$ cat config.mk
export PLATFORM = sky130hd
export DESIGN_NAME = xor_lfsr_descrambler
export DESIGN_NICKNAME = d
export VERILOG_FILES = /design/src/rtl/xor_descr_pkg.sv /design/src/rtl/xor_lfsr_step.sv /design/src/rtl/xor_lfsr_descrambler.sv
export SDC_FILE = /design/constraint.sdc
export NUM_CORES = 1
export LEC_CHECK = 0
export CELL_PAD_IN_SITES_DETAIL_PLACEMENT = 1
export CELL_PAD_IN_SITES_GLOBAL_PLACEMENT = 2
export CORE_AREA = 2 2 77 97
export CTS_BUF_LIST = sky130_fd_sc_hd__clkbuf_4 sky130_fd_sc_hd__clkbuf_8
export DETAILED_ROUTE_END_ITERATION = 10
export DIE_AREA = 0 0 79 99
export GPL_ROUTABILITY_DRIVEN = 0
export GPL_TIMING_DRIVEN = 0
export PLACE_DENSITY = 0.8
export REMOVE_ABC_BUFFERS = 1
export SLEW_MARGIN = 20
export SYNTH_ARGS = -nofsm -noshare
export SYNTH_HDL_FRONTEND = slang
export SYNTH_SLANG_ARGS = --single-unit
$ cat constraint.sdc
create_clock -name clk -period 2.3 [get_ports clk]
set_input_delay 0.46 -clock clk [delete_from_list [all_inputs] [get_ports clk]]
set_output_delay 0.46 -clock clk [all_outputs]
set_load 0.05 [all_outputs]
$ cat src/rtl/xor_descr_pkg.sv
// Shared definitions for the XOR LFSR scrambler/descrambler pair.
// Holds the default polynomial and seed, the FSM states and the Galois word-step function.
package xor_descr_pkg;

  localparam int unsigned DEF_WIDTH = 16;
  localparam logic [DEF_WIDTH-1:0] DEF_POLY  = 16'hB400;
  localparam logic [DEF_WIDTH-1:0] DEF_SEED0 = 16'h0001;

  typedef enum logic {
    ST_UNSEEDED = 1'b0,
    ST_RUN      = 1'b1
  } state_e;

  // One keystream word-step: DEF_WIDTH serial right-shifting Galois shifts.
  function automatic logic [DEF_WIDTH-1:0] lfsr_word_step(
    input logic [DEF_WIDTH-1:0] s,
    input logic [DEF_WIDTH-1:0] poly
  );
    logic [DEF_WIDTH-1:0] r;
    r = s;
    for (int unsigned i = 0; i < DEF_WIDTH; i++) begin
      if (r[0]) r = (r >> 1) ^ poly;
      else      r = r >> 1;
    end
    return r;
  endfunction

endpackage

$ cat src/rtl/xor_lfsr_step.sv
// Combinational WIDTH-shift Galois LFSR advance (one keystream word-step).
module xor_lfsr_step
  import xor_descr_pkg::*;
#(
  parameter int unsigned          WIDTH = DEF_WIDTH,
  parameter logic [WIDTH-1:0]     POLY  = DEF_POLY
) (
  input  logic [WIDTH-1:0] i_state,
  output logic [WIDTH-1:0] o_next
);

  // The shared package function covers the default width; other widths unroll locally.
  if (WIDTH == DEF_WIDTH) begin : g_pkg
    assign o_next = lfsr_word_step(i_state, POLY);
  end else begin : g_gen
    always_comb begin
      o_next = i_state;
      for (int unsigned i = 0; i < WIDTH; i++) begin
        if (o_next[0]) o_next = (o_next >> 1) ^ POLY;
        else           o_next = o_next >> 1;
      end
    end
  end

endmodule

$ cat src/rtl/xor_lfsr_descrambler.sv
// Receive-side XOR descrambler: out_data = in_data ^ keystream, one registered output stage.
// Optional accepted-word counter port word_cnt is built only with XOR_DESCR_WORD_CNT_EN.
module xor_lfsr_descrambler
  import xor_descr_pkg::*;
#(
  parameter int unsigned      WIDTH = DEF_WIDTH,
  parameter logic [WIDTH-1:0] POLY  = DEF_POLY,
  parameter logic [WIDTH-1:0] SEED0 = DEF_SEED0
) (
  input  logic             clk,
  input  logic             rst_n,
  input  logic             seed_load,
  input  logic [WIDTH-1:0] seed,
  input  logic             in_valid,
  output logic             in_ready,
  input  logic [WIDTH-1:0] in_data,
  output logic             out_valid,
  input  logic             out_ready,
  output logic [WIDTH-1:0] out_data
`ifdef XOR_DESCR_WORD_CNT_EN
  ,
  output logic [31:0]      word_cnt
`endif
);

  state_e           r_state;
  logic [WIDTH-1:0] r_lfsr;
  logic             r_out_valid;
  logic [WIDTH-1:0] r_out_data;
  logic [WIDTH-1:0] w_lfsr_next;
  logic             w_in_ready;
  logic             w_accept;

  xor_lfsr_step #(
    .WIDTH (WIDTH),
    .POLY  (POLY)
  ) u_step (
    .i_state (r_lfsr),
    .o_next  (w_lfsr_next)
  );

  // A reseed cycle never accepts, so the new seed is always applied before the next word.
  assign w_in_ready = (r_state == ST_RUN) && !seed_load && (!r_out_valid || out_ready);
  assign w_accept   = in_valid && w_in_ready;

  always_ff @(posedge clk or negedge rst_n) begin
    if (!rst_n) begin
      r_state     <= ST_UNSEEDED;
      r_lfsr      <= '0;
      r_out_valid <= 1'b0;
      r_out_data  <= '0;
    end else begin
      if (seed_load) begin
        r_state <= ST_RUN;
        r_lfsr  <= (seed == '0) ? SEED0 : seed;
      end else if (w_accept) begin
        r_lfsr <= w_lfsr_next;
      end

      if (w_accept) begin
        r_out_data  <= in_data ^ r_lfsr;
        r_out_valid <= 1'b1;
      end else if (out_ready) begin
        r_out_valid <= 1'b0;
      end
    end
  end

`ifdef XOR_DESCR_WORD_CNT_EN
  logic [31:0] r_word_cnt;

  always_ff @(posedge clk or negedge rst_n) begin
    if (!rst_n)         r_word_cnt <= '0;
    else if (seed_load) r_word_cnt <= '0;
    else if (w_accept)  r_word_cnt <= r_word_cnt + 32'd1;
  end

  assign word_cnt = r_word_cnt;
`endif

  assign in_ready  = w_in_ready;
  assign out_valid = r_out_valid;
  assign out_data  = r_out_data;

endmodule

# After elaboration in Yosys (flattened, before gate mapping)
# Cells that the tools add are included.
# op_classes
n_mux,21
bitwise_logic,17
n_reduce_logical,9
# ops
cell,count
$mux W16,19
$not A3 Y4,16
$logic_not A16 Y1,1
$xor A16 B16 Y16,1
$reduce_bool A2 Y1,2
$logic_and A1 B1 Y1,3
$logic_not A1 Y1,2
$mux W1,2
$logic_or A1 B1 Y1,1
# totals
ff_bits,34
inputBits,37
output_inout_bits,18
word_cells,51

# Longest topological paths before layout
# Gate-level depths: netlist of run 1.
# depth
word_depth,34
ltp_mapped,6
ltp_nobuf,5

# Modules after synthesis
# From an unflattened synthesis of run 1, not the netlist that was laid out.
# hier_totals
cells_unflattened,197
area_unflattened_um2,2250.9
# modules_own_cells
mod,instances,cells_each,area_per_inst_um2,seq_area_each_um2
xor_lfsr_descrambler,1,155,1750.4,850.8
xor_lfsr_step,1,42,500.5,0.0

# Worst setup path after synthesis of run 1
# Ideal clock, no wire load.
# synth_path
path_kind,input to output
from,input seed_load
to,output in_ready
t_arrival_ns,1.302
required_ns,1.840
path_slack_ns,0.538
stages,3
n_path_buf,1
cell_sequence,inv_1 clkbuf_1 and3_1
# synth_between
elab_chain_len,3
# synth_lines
item,line,text
"start, declared",xor_lfsr_descrambler.sv:12,"input logic seed_load,"
$logic_not A1 Y1,xor_lfsr_descrambler.sv:43,assign w_in_ready = (r_state == ST_RUN) && !seed_load && (!r_out_valid || out_ready);
$logic_and A1 B1 Y1 (2 in series),xor_lfsr_descrambler.sv:43,
"end, declared",xor_lfsr_descrambler.sv:15,"output logic in_ready,"
# Every way passes these cells.

# Worst setup path in the final report of run 1
# layout_path
from,input out_ready
to,output in_ready
# layout_between
elab_chain_len,2
# layout_lines
item,line,text
"start, declared",xor_lfsr_descrambler.sv:18,"input logic out_ready,"
$logic_or A1 B1 Y1,xor_lfsr_descrambler.sv:43,
$logic_and A1 B1 Y1,xor_lfsr_descrambler.sv:43,
# Every way passes these cells.

==> results.cfg, run 1 <==
[timing]
setup_viol = 0
fin_ws_ns = 0.0718
post-route-period-util_pct = 96.9
holdWs_ns = 0.110
final-hold-violation-count = 0
tightest_slew_ns = 0.718
max_slew_margin_pct = 52.0
rsz0062_at_grt = false
fin_setup_tns_ns = 0
drv_slew = 0
clock.fmax_mhz = 449
min_period_ns = 2.23
fin_skew_ns = 0.0113

[power_and_ir_drop]
vdd_ir_drop_max_mv = 0.483
finalPower_mw = 4.41
power_density_nw_per_um2 = 1600
leakage_nw = 1.06

[synthesis]
synth_cells = 212
ys_types = 24
yosys_warnings = 0
syn-mean-instance-area_um2 = 9.57
syn_area_um2 = 2030
synth_seq_area_share_pct = 41.9
ys_seq_elements = 34

[detailed_routing]
finalWirelength_um = 5040
route.antenna.remaining_nets = 0
dr.pass1.iters = 3
drc = 0
routedWlPerCell_um = 14.5
vias = 1572
vias_per_cell = 4.53
drt_iter0_drc = 45

[setup_path]
critPathRequiredTime_ns = 1.84
reg2reg_depth = 5
path_cells = clkdlybuf4s50_1 -> nand2b_1 -> and3_1 -> clkdlybuf4s15_1
critical_path_buf_inv_count = 2
cp_slowest_cell = clkdlybuf4s15_1
critPathMaxFanout = 4
critPathArrivalTime_ns = 1.77
timing.rr.end = r_lfsr[10]
path_delay_family = buffers and inverters
startpoint_type = input port
crit_start = out_ready
timing.rr.start = r_lfsr[4]
crit_end = in_ready
worst-setup-path-type = input port to output port
critPathMaxStageDelay_ns = 0.49
cp.depth = 4
ff2ff_setup_slack_ns = 0.32
worstSetupEndpointType = output port

[placement]
hpwl_um = 3780
numPortBuffers = 54
placed_cells = 337
pre_cts_ws_ns = -1.02
placed_area_um2 = 2630

[floorplan]
floorplan.initialDensity_pct = 29.4
core_um2 = 6890
die_area_um2 = 7820
std_cell_rows = 34
die_height_um = 99
io_pins = 55
die_x_um = 79

[global_route]
grt.total_usage_pct = 14.1
antenna_found_initial = 0
grt_pass1_vias = 1725
grt_first_pass_wirelength_um = 8470
grt_max_degree = 33
overflow = 0

[cts]
cts.sinks = 34
numCtsBuffers = 5
root_buffer = clkbuf_8
clk_latency_ns = 0.29
cts_tree = built
cts_hold_buffers = 0
clk_path_buf_depth = 2
path_clk_slew_ns = 0.07
htree_levels = 2

[run]
maxCapViolations = 0

[layout]
final_cells = 347
final_util_pct = 40.0
final_nets = 293
final_layout_size_suffix_gt1_share_pct = 8.56
stdcell_area_um2 = 2760
syn_to_final_growth_pct = 35.8
antenna_cells = 0

[worst_hold_path]
hp-class = input port to async pin

[outcome]
status = finished, final reports clean
-- cells in the final DEF (no fill, tap or decap) --
cell and instances:
a21oi_1 24, a311o_1 1, a41oi_1 1, and2_1 1, and3_1 2, buf_16 1, buf_2 1, buf_4 1
bufinv_16 1, clkbuf_2 1, clkbuf_4 2, clkbuf_8 5, clkdlybuf4s15_1 1, clkdlybuf4s50_1 51, clkinvlp_2 1, clkinvlp_4 1
dfrtp_1 34, mux2_2 4, nand2_1 15, nand2b_1 1, nand3_2 1, nor2_1 28, nor2_4 1, nor2b_1 1
nor4_1 4, o21ai_0 5, or2_2 1, xnor2_1 46, xnor2_4 1, xnor3_1 3, xor2_1 17
-- where the power goes --
group / switching, mW / internal, mW / total, mW / leakage, nW
combinational: 1.24 / 1.34 / 2.59 / 0.617
clock: 0.223 / 0.348 / 0.571 / 0.0593
sequential: 0.400 / 0.851 / 1.25 / 0.381
-- layout make-up --
| class | instances | area, µm² |
|---|---|---|
| Timing Repair Buffer | 56 | 566 |
| Timing Repair inverter | 1 | 5.00 |
| Clock inverter | 1 | 30.0 |
| Inverter | 1 | 7.51 |
| Tap cell | 90 | 113 |
| Multi-Input combinational cell | 157 | 1100 |
| Fill cell | 807 | 4140 |
| Clock buffer | 7 | 83.8 |
| Sequential cell | 34 | 851 |
-- kinds of logic after synthesis --
logic type      Yosys count  share of synthesized area, %
compound gates           31                          8.08
xor+xnor                 67                          31.9
buf+inv                  21                          4.44
flops                    34                          41.9
mux                       4                          2.22
simple gates             55                          11.5
-- Yosys cell counts --
library cell | n | area (µm²)
xnor2_1 | 46 | 403
dfrtp_1 | 34 | 851
nor2_1 | 29 | 109
a21oi_1 | 24 | 120
xor2_1 | 17 | 149
nand2_1 | 15 | 56.3
clkbuf_1 | 13 | 48.8
buf_2 | 5 | 25.0
o21ai_0 | 5 | 25.0
mux2_2 | 4 | 45.0
nor4_1 | 4 | 25.0
xnor3_1 | 3 | 67.6
and3_1 | 2 | 12.5
a311o_1 | 1 | 10.0
a41oi_1 | 1 | 8.76
and2_1 | 1 | 6.26
buf_4 | 1 | 7.51
clkbuf_2 | 1 | 5.00
inv_1 | 1 | 3.75
nand2b_1 | 1 | 6.26
nand3_1 | 1 | 5.00
nor2b_1 | 1 | 6.26
or2_2 | 1 | 6.26
xnor2_4 | 1 | 27.5
-- what timing repair did --
action | 4_1_cts | 5_1_grt
cloned | 1 | 0
endpoints found under the setup margin | 3 | 3
gates resized for setup | 4 | 3
setup buffers | 1 | 0
-- registers in the layout, summed over array words and instances, names as in the netlist --
signal	cells
r_state	1
r_lfsr	16
out_data	16
out_valid	1
-- worst min-delay path by stage --
stage                        from          end  slack (ns)  depth (start not counted)
after detailed placement    rst_n  out_data[9]        0.44                          1
after global routing        rst_n   r_lfsr[14]        0.13                          1
after floorplan             rst_n  out_data[0]        0.16                          0
after global placement    r_state      r_state        0.49                          1
after CTS                   rst_n   r_lfsr[14]        0.12                          1
final                       rst_n  out_data[9]        0.11                          1
-- metal layers --
layer	global-route usage [%]	wire length [µm]	vias up	part of all wire [%]
met5	0	0	-	0
met4	4.77	72	0	1.4
met3	2.84	199	5	3.9
met2	26.1	2710	32	54
met1	15.8	2050	775	41
li1	-	-	760	-
Note: power is estimated with default switching activity, not from simulation.
==> inputs of run 2 (changes only) <==
--- a/config.mk
+++ b/config.mk
@@ -7,13 +7,14 @@
 export LEC_CHECK = 0
 export CELL_PAD_IN_SITES_DETAIL_PLACEMENT = 1
 export CELL_PAD_IN_SITES_GLOBAL_PLACEMENT = 2
-export CORE_AREA = 2 2 77 97
+export CORE_AREA = 2 2 68 86
 export CTS_BUF_LIST = sky130_fd_sc_hd__clkbuf_4 sky130_fd_sc_hd__clkbuf_8
 export DETAILED_ROUTE_END_ITERATION = 10
-export DIE_AREA = 0 0 79 99
+export DIE_AREA = 0 0 70 88
+export DONT_BUFFER_PORTS = 1
 export GPL_ROUTABILITY_DRIVEN = 0
 export GPL_TIMING_DRIVEN = 0
-export PLACE_DENSITY = 0.8
+export PLACE_DENSITY = 0.78
 export REMOVE_ABC_BUFFERS = 1
 export SLEW_MARGIN = 20
 export SYNTH_ARGS = -nofsm -noshare
==> run 2 against run 1 <==
Effect of this change:
- fmax increased by 9.2%
- register-to-register slack worse by 0.06 ns
- non-clock buffer count fell by 54
- clock power down 7.4%
- critical path type is now flop to flop
- highest routed layer unchanged
==> results.cfg, run 2 (same netlist as run 1, synthesis figures left out) <==
[floorplan]
std_cell_rows = 30
core_um2 = 5330
io_pins = 55
die_height_um = 88
floorplan.initialDensity_pct = 38.1
die_x_um = 70
die_area_um2 = 6160

[placement]
hpwl_um = 3370
numPortBuffers = 0
pre_cts_ws_ns = 0.199
placed_cells = 256

[timing]
drv_slew = 0
setup_viol = 0
post-route-period-util_pct = 88.7
tightest_slew_ns = 0.650
clock.fmax_mhz = 490
rsz0062_at_grt = false
min_period_ns = 2.04
fin_skew_ns = 0.00275
max_slew_margin_pct = 56.6
fin_ws_ns = 0.260
final-hold-violation-count = 0

[detailed_routing]
routedWlPerCell_um = 18.1
drt_iter0_drc = 43
dr.pass1.iters = 4
finalWirelength_um = 4840
vias = 1375
vias_per_cell = 5.15
drc = 0
route.antenna.remaining_nets = 0
wl_met3_um = 243
dr_wl_met2_um = 2570
wirelength_met1_um = 1940
top_layer = met4

[worst_hold_path]
hp-class = input port to flop
hold_depth = 1

[cts]
clk_path_buf_depth = 2
clk_latency_ns = 0.29
cts_tree = built
root_buffer = clkbuf_8
htree_levels = 2
cts.sinks = 34
path_clk_slew_ns = 0.07
numCtsBuffers = 5

[setup_path]
worst-setup-path-type = flop to flop
reg2reg_depth = 5
path_cells = xnor3_1 -> xnor3_1 -> nor2_1 -> xor2_1 -> mux2_2
path_common_cell = xnor3_1
critPathMaxFanout = 7
worstSetupEndpointType = flop
critical_path_buf_inv_count = 0
startpoint_type = flop
critPathMaxStageDelay_ns = 0.58
critPathArrivalTime_ns = 2.22
critPathRequiredTime_ns = 2.48
cp.depth = 5
path_delay_family = XOR/XNOR gates
cp_slowest_cell = dfrtp_1

[global_route]
antenna_found_initial = 0
grt.total_usage_pct = 16.6
grt_max_degree = 35
overflow = 0
grt_pass1_vias = 1534
grt_first_pass_wirelength_um = 7780

[power_and_ir_drop]
vdd_ir_drop_max_mv = 0.536
leakage_nw = 0.842
power_density_nw_per_um2 = 1870
finalPower_mw = 4.08

[layout]
final_nets = 239
multi_input_area_um2 = 1110
final_common_cell = xnor2_1
layout_common_cells = xnor2_1, dfrtp_1, nor2_1
final_util_pct = 40.9
final_layout_size_suffix_gt1_share_pct = 8.37
antenna_cells = 0
syn_to_final_growth_pct = 7.52
num-fill-cells = 620
final_cells = 267
ff_latch_area_um2 = 851

[run]
maxCapViolations = 0

[outcome]
status = finished, final reports clean
run 2: cell types whose count changed in the layout (fill, tap and decap cells not counted), sizes merged:
cell           delta
inv               +1
dlygate4sd3       +1
clkdlybuf4s15     -1
clkdlybuf4s50    -51
nor2              +1
clkinvlp          -2
buf               -2
bufinv            -1
run 2: cell type report:
| cell class | count | area share [%] |
|---|---|---|
| repair buffers | 2 | 1.38 |
| clock buffers | 8 | 5.05 |
| flip-flops and latches | 34 | 39.0 |
| multi-input cells | 158 | 50.7 |
| well taps | 64 | 3.67 |
| inverters | 1 | 0.172 |
run 2: stage by stage:
step	hold WS (ns)	setup TNS (ns)	area, µm²
3_3_place_gp	0.165	-11.64	2020
4_1_cts	0.258	0	2170
3_5_place_dp	0.165	0	2030
2_1_floorplan	0.164	0	1940
5_1_grt	0.274	0	2180
6_report	0.271	0	2180
run 2: final timing paths:
| kind | startpoint | end | slack [ns] |
|---|---|---|---|
| hold / removal | seed_load | r_lfsr[13] | 0.27 |
| hold reg to reg | r_state | r_state | 0.53 |
| setup reg to reg | r_lfsr[4] | r_lfsr[10] | 0.26 |
| max in group asynchronous | rst_n | r_lfsr[11] | 1.50 |
| min in group asynchronous | rst_n | out_data[14] | 0.61 |
| setup / recovery | r_lfsr[4] | r_lfsr[10] | 0.26 |
run 2: routing by layer:
layer / vias to the layer above / global-route usage, %
met5: - / 0
met4: 0 / 7.34
met3: 6 / 4.60
met2: 34 / 28.8
met1: 680 / 19.4
li1: 655 / -
run 2: repair_timing:
action / CTS / global route
resized for setup: 0 / 1
setup endpoints to repair: 0 / 5
buffers inserted: 0 / 0
hold endpoints to repair: 34 / 0
hold buffers: 2 / 0
run 2: power by group:
part           leakage [nW]  total (mW)  switching [mW]  internal [mW]
logic                 0.403        1.86           0.756           1.10
registers             0.381        1.69           0.846          0.843
clock network        0.0575       0.529           0.227          0.303
==> edit 1, RTL diff (settings of run 1) <==
Build with the macro `XOR_DESCR_WORD_CNT_EN` defined.
--- a/src/rtl/xor_lfsr_descrambler.sv
+++ b/src/rtl/xor_lfsr_descrambler.sv
@@ -2,2 +2,4 @@
 // Optional accepted-word counter port word_cnt is built only with XOR_DESCR_WORD_CNT_EN.
+`define XOR_DESCR_WORD_CNT_EN
+
 module xor_lfsr_descrambler
Formal check against the unedited RTL (old outputs only; new: word_cnt): equivalent (equiv_simple and equiv_induct, registers matched by name and starting in step).
==> edit 1 against run 1 <==
  * The flow now stops in global placement (3_3_place_gp)
  * Area after synthesis rose by 82%
  * Synthesized cell count increased by 84%
==> edit 1: results (changes against run 1) <==
Status
  – Outcome: did not finish (was finished clean)
  – Stopped at: global placement (3_3_place_gp)
  – Error that halted the flow: [ERROR GPL-0301] Utilization 107.895 % exceeds 100%.

Logic synthesis
  – Warnings, synthesis: 0 (unchanged)
  – Proportion of synthesized chip area in sequential cells: 0.448 (was 0.419)
  – Most common library cells after synthesis: dfrtp_1, xnor2_1, nand2_1 (was xnor2_1, dfrtp_1, nor2_1)
  – Synth Instances: 390 (was 212)
  – Post-synth ARST share: 1.00 (unchanged)
  – Synth unique cells: 41 (was 24)
  – Top post-synthesis cells by area: dfrtp_1, xnor2_1, xor2_1 (unchanged)
  – Number of register bits inferred by synthesis: 66 (was 34)

Placement
  – Port Buffer Count: 86 (was 54)
edit 1: cell families after synthesis:
family                     count (synthesis)  synth area share
adders and majority gates                  1           0.00340
DFF                                       66             0.448
buffers and inverters                     34            0.0384
AOI/OAI and AO/OA                         59            0.0890
muxes                                      3           0.00917
xor gates and xnor gates                  79             0.195
and+or+nand+nor                          148             0.217
==> edit 2, RTL diff (settings of run 1) <==
Without the edit above. The package constant `DEF_WIDTH` goes from 16 to 20.
--- a/src/rtl/xor_descr_pkg.sv
+++ b/src/rtl/xor_descr_pkg.sv
@@ -4,3 +4,3 @@
 
-  localparam int unsigned DEF_WIDTH = 16;
+  localparam int unsigned DEF_WIDTH = 20;
   localparam logic [DEF_WIDTH-1:0] DEF_POLY  = 16'hB400;
Ports: changed (resized in_data, out_data and seed); port bits go from 55 to 67. The function was not compared with the original's and may differ.
==> edit 2 against run 1 <==
  * Area after synthesis grew 17%
  * Clock power shrank 12%
  * Sequential cell count grew 8
  * Hold slack lost 16 ps
  * Wire length grew 18%
  * Die area is the same
  * Total power grew 6.9%
  * Maximum frequency grew 0.48%
  * Final area grew 18%
  * Worst setup slack gained 11 ps
  * Synthesized cell count grew 10%
  * Count of clock-buffer cells in the layout is the same
  * Critical path depth shrank 1
==> edit 2: results (changes against run 1) <==
Placement
  – HPWL after DPL: 4.63 mm (was 3.78 mm)
  – Port Buffer Count: 66 (was 54)
  – Count of placed standard cells including taps: 376 (was 337)
  – Worst slack, placed: -849 ps (was -1020 ps)
  – Placed instance area: 3140 um^2 (was 2630 um^2)

Finish
  – Fraction of layout instances using a drive strength above 1: 0.0676 (was 0.0856)
  – Total of fill cells in the finished design: 784 (was 807)
  – Final Instance Count excl. Fillers: 386 (was 347)
  – Nets: 340 (was 293)
  – Sequential Area: 1050 um^2 (was 851 um^2)
  – Antenna cells: 0 (unchanged)

Logic synthesis
  – Top post-synthesis cells by area: dfrtp_1, xnor2_1, o21ai_0 (was dfrtp_1, xnor2_1, xor2_1)
  – Synth unique cells: 27 (was 24)
  – Area share of the largest cell type after synthesis: 0.442 (was 0.419)
  – Syn avg cell area: 10.2 um^2 (was 9.57 um^2)
  – Warnings, synthesis: 0 (unchanged)
  – Most common library cells after synthesis: xnor2_1, dfrtp_1, o21ai_0 (was xnor2_1, dfrtp_1, nor2_1)
  – Proportion of synthesized chip area in sequential cells: 0.442 (was 0.419)
  – Netlist area before placement: 2380 um^2 (was 2030 um^2)

Timing
  – Setup clock skew after layout: 5.06 ps (was 11.3 ps)
  – Max-slew headroom at the worst pin: 0.561 (was 0.520)

Detailed routing
  – Violation count after the first detailed-routing iteration: 44 (was 45)
  – Initial DRT Pass Iterations: 4 (was 3)
  – Final wirelength: 5.96 mm (was 5.04 mm)
  – Number of vias after detailed routing: 1829 (was 1572)

Clocking
  – Post-CTS clock slew at the launch and capture registers of the worst setup and hold paths: 80 ps
  – Clk root buf: clkbuf_8 (unchanged)
  – Post-CTS setup buffer count: 0 (was 1)

GRT
  – First-pass GRT wire length: 9.91 mm (was 8.47 mm)
  – Antenna violations before repair: 0 (unchanged)
  – Met3 global-route usage: 0.0266 (was 0.0284)
  – Grt met1 use: 0.214 (was 0.158)
  – Met2 track demand over resource: 0.271 (was 0.261)
  – Maximum number of pins on one net before global-route repair: 38 (was 33)
  – Vias in the first global route: 1938 (was 1725)
  – Global-route total usage across every layer: 0.165 (was 0.141)

Status
  – Outcome: finished clean (unchanged)

Critical path
  – Worst stage delay on the critical path: 590 ps (was 490 ps)
  – Reg2reg start: r_lfsr[8]$_DFFE_PN0P_ (was r_lfsr[4]$_DFFE_PN0P_)
  – Master of the slowest instance on the critical path: clkdlybuf4s15_2 (was clkdlybuf4s15_1)
  – Crit. Startpoint: seed_load (was out_ready)
  – Maximum fanout along the worst path: 37 (was 4)

Power
  – Leak Pwr: 0.00134 uW (was 0.00106 uW)
  – VDD IR max: 0.571 mV (was 0.483 mV)
  – Net switching fraction of the power: 0.430 (was 0.423)
==> edit 2: cell families (layout without fill, tap and decap cells) <==
group,Yosys count,after routing,synth area share
mux,3,3,0.0126
simple gates,50,50,0.0995
buf+inv,21,83,0.0353
flops,42,42,0.442
compound gates,54,54,0.133
xor+xnor,64,64,0.277
==> edit 2: area by class of cell <==
| cell class | instances | area share |
|---|---|---|
| clock inverters | 1 | 0.00154 |
| flip-flops and latches | 42 | 0.323 |
| repair buffers | 73 | 0.228 |
| clock buffers | 7 | 0.0277 |
| well taps | 90 | 0.0347 |
| multi-input cells | 171 | 0.382 |
| inverters | 2 | 0.00231 |
==> edit 2: per-layer routing <==
| metal | vias to the layer above | wire, um | share of wire |
|---|---|---|---|
| met5 | - | 0 | 0 |
| met4 | 0 | 159 | 0.027 |
| met3 | 10 | 175 | 0.029 |
| met2 | 38 | 2970 | 0.50 |
| met1 | 877 | 2650 | 0.45 |
| li1 | 904 | - | - |
==> edit 2: power by group through the flow <==
| stage | Sequential (uW) | Clock (uW) | Combinational [uW] |
|---|---|---|---|
| floorplan | 1710 | 0 | 1760 |
| global placement | 1360 | 0 | 2820 |
| detailed placement | 1370 | 0 | 2870 |
| CTS | 1350 | 531 | 2900 |
| global route | 1400 | 567 | 3120 |
| finish | 1350 | 505 | 2860 |
==> edit 2: path summary, 6_finish.rpt <==
check / end / slack (ps) / cells after the start
max reg2reg: r_lfsr[10]$_DFFE_PN0P_ / 260 / 4
min reg2reg: out_data[15]$_DFFE_PN0P_ / 480 / 2
min: out_data[9]$_DFFE_PN0P_ / 90 / 1
max: in_ready / 80 / 3
max in group asynchronous: out_data[17]$_DFFE_PN0P_ / 1720 / 2
min in group clk: out_data[15]$_DFFE_PN0P_ / 480 / 2
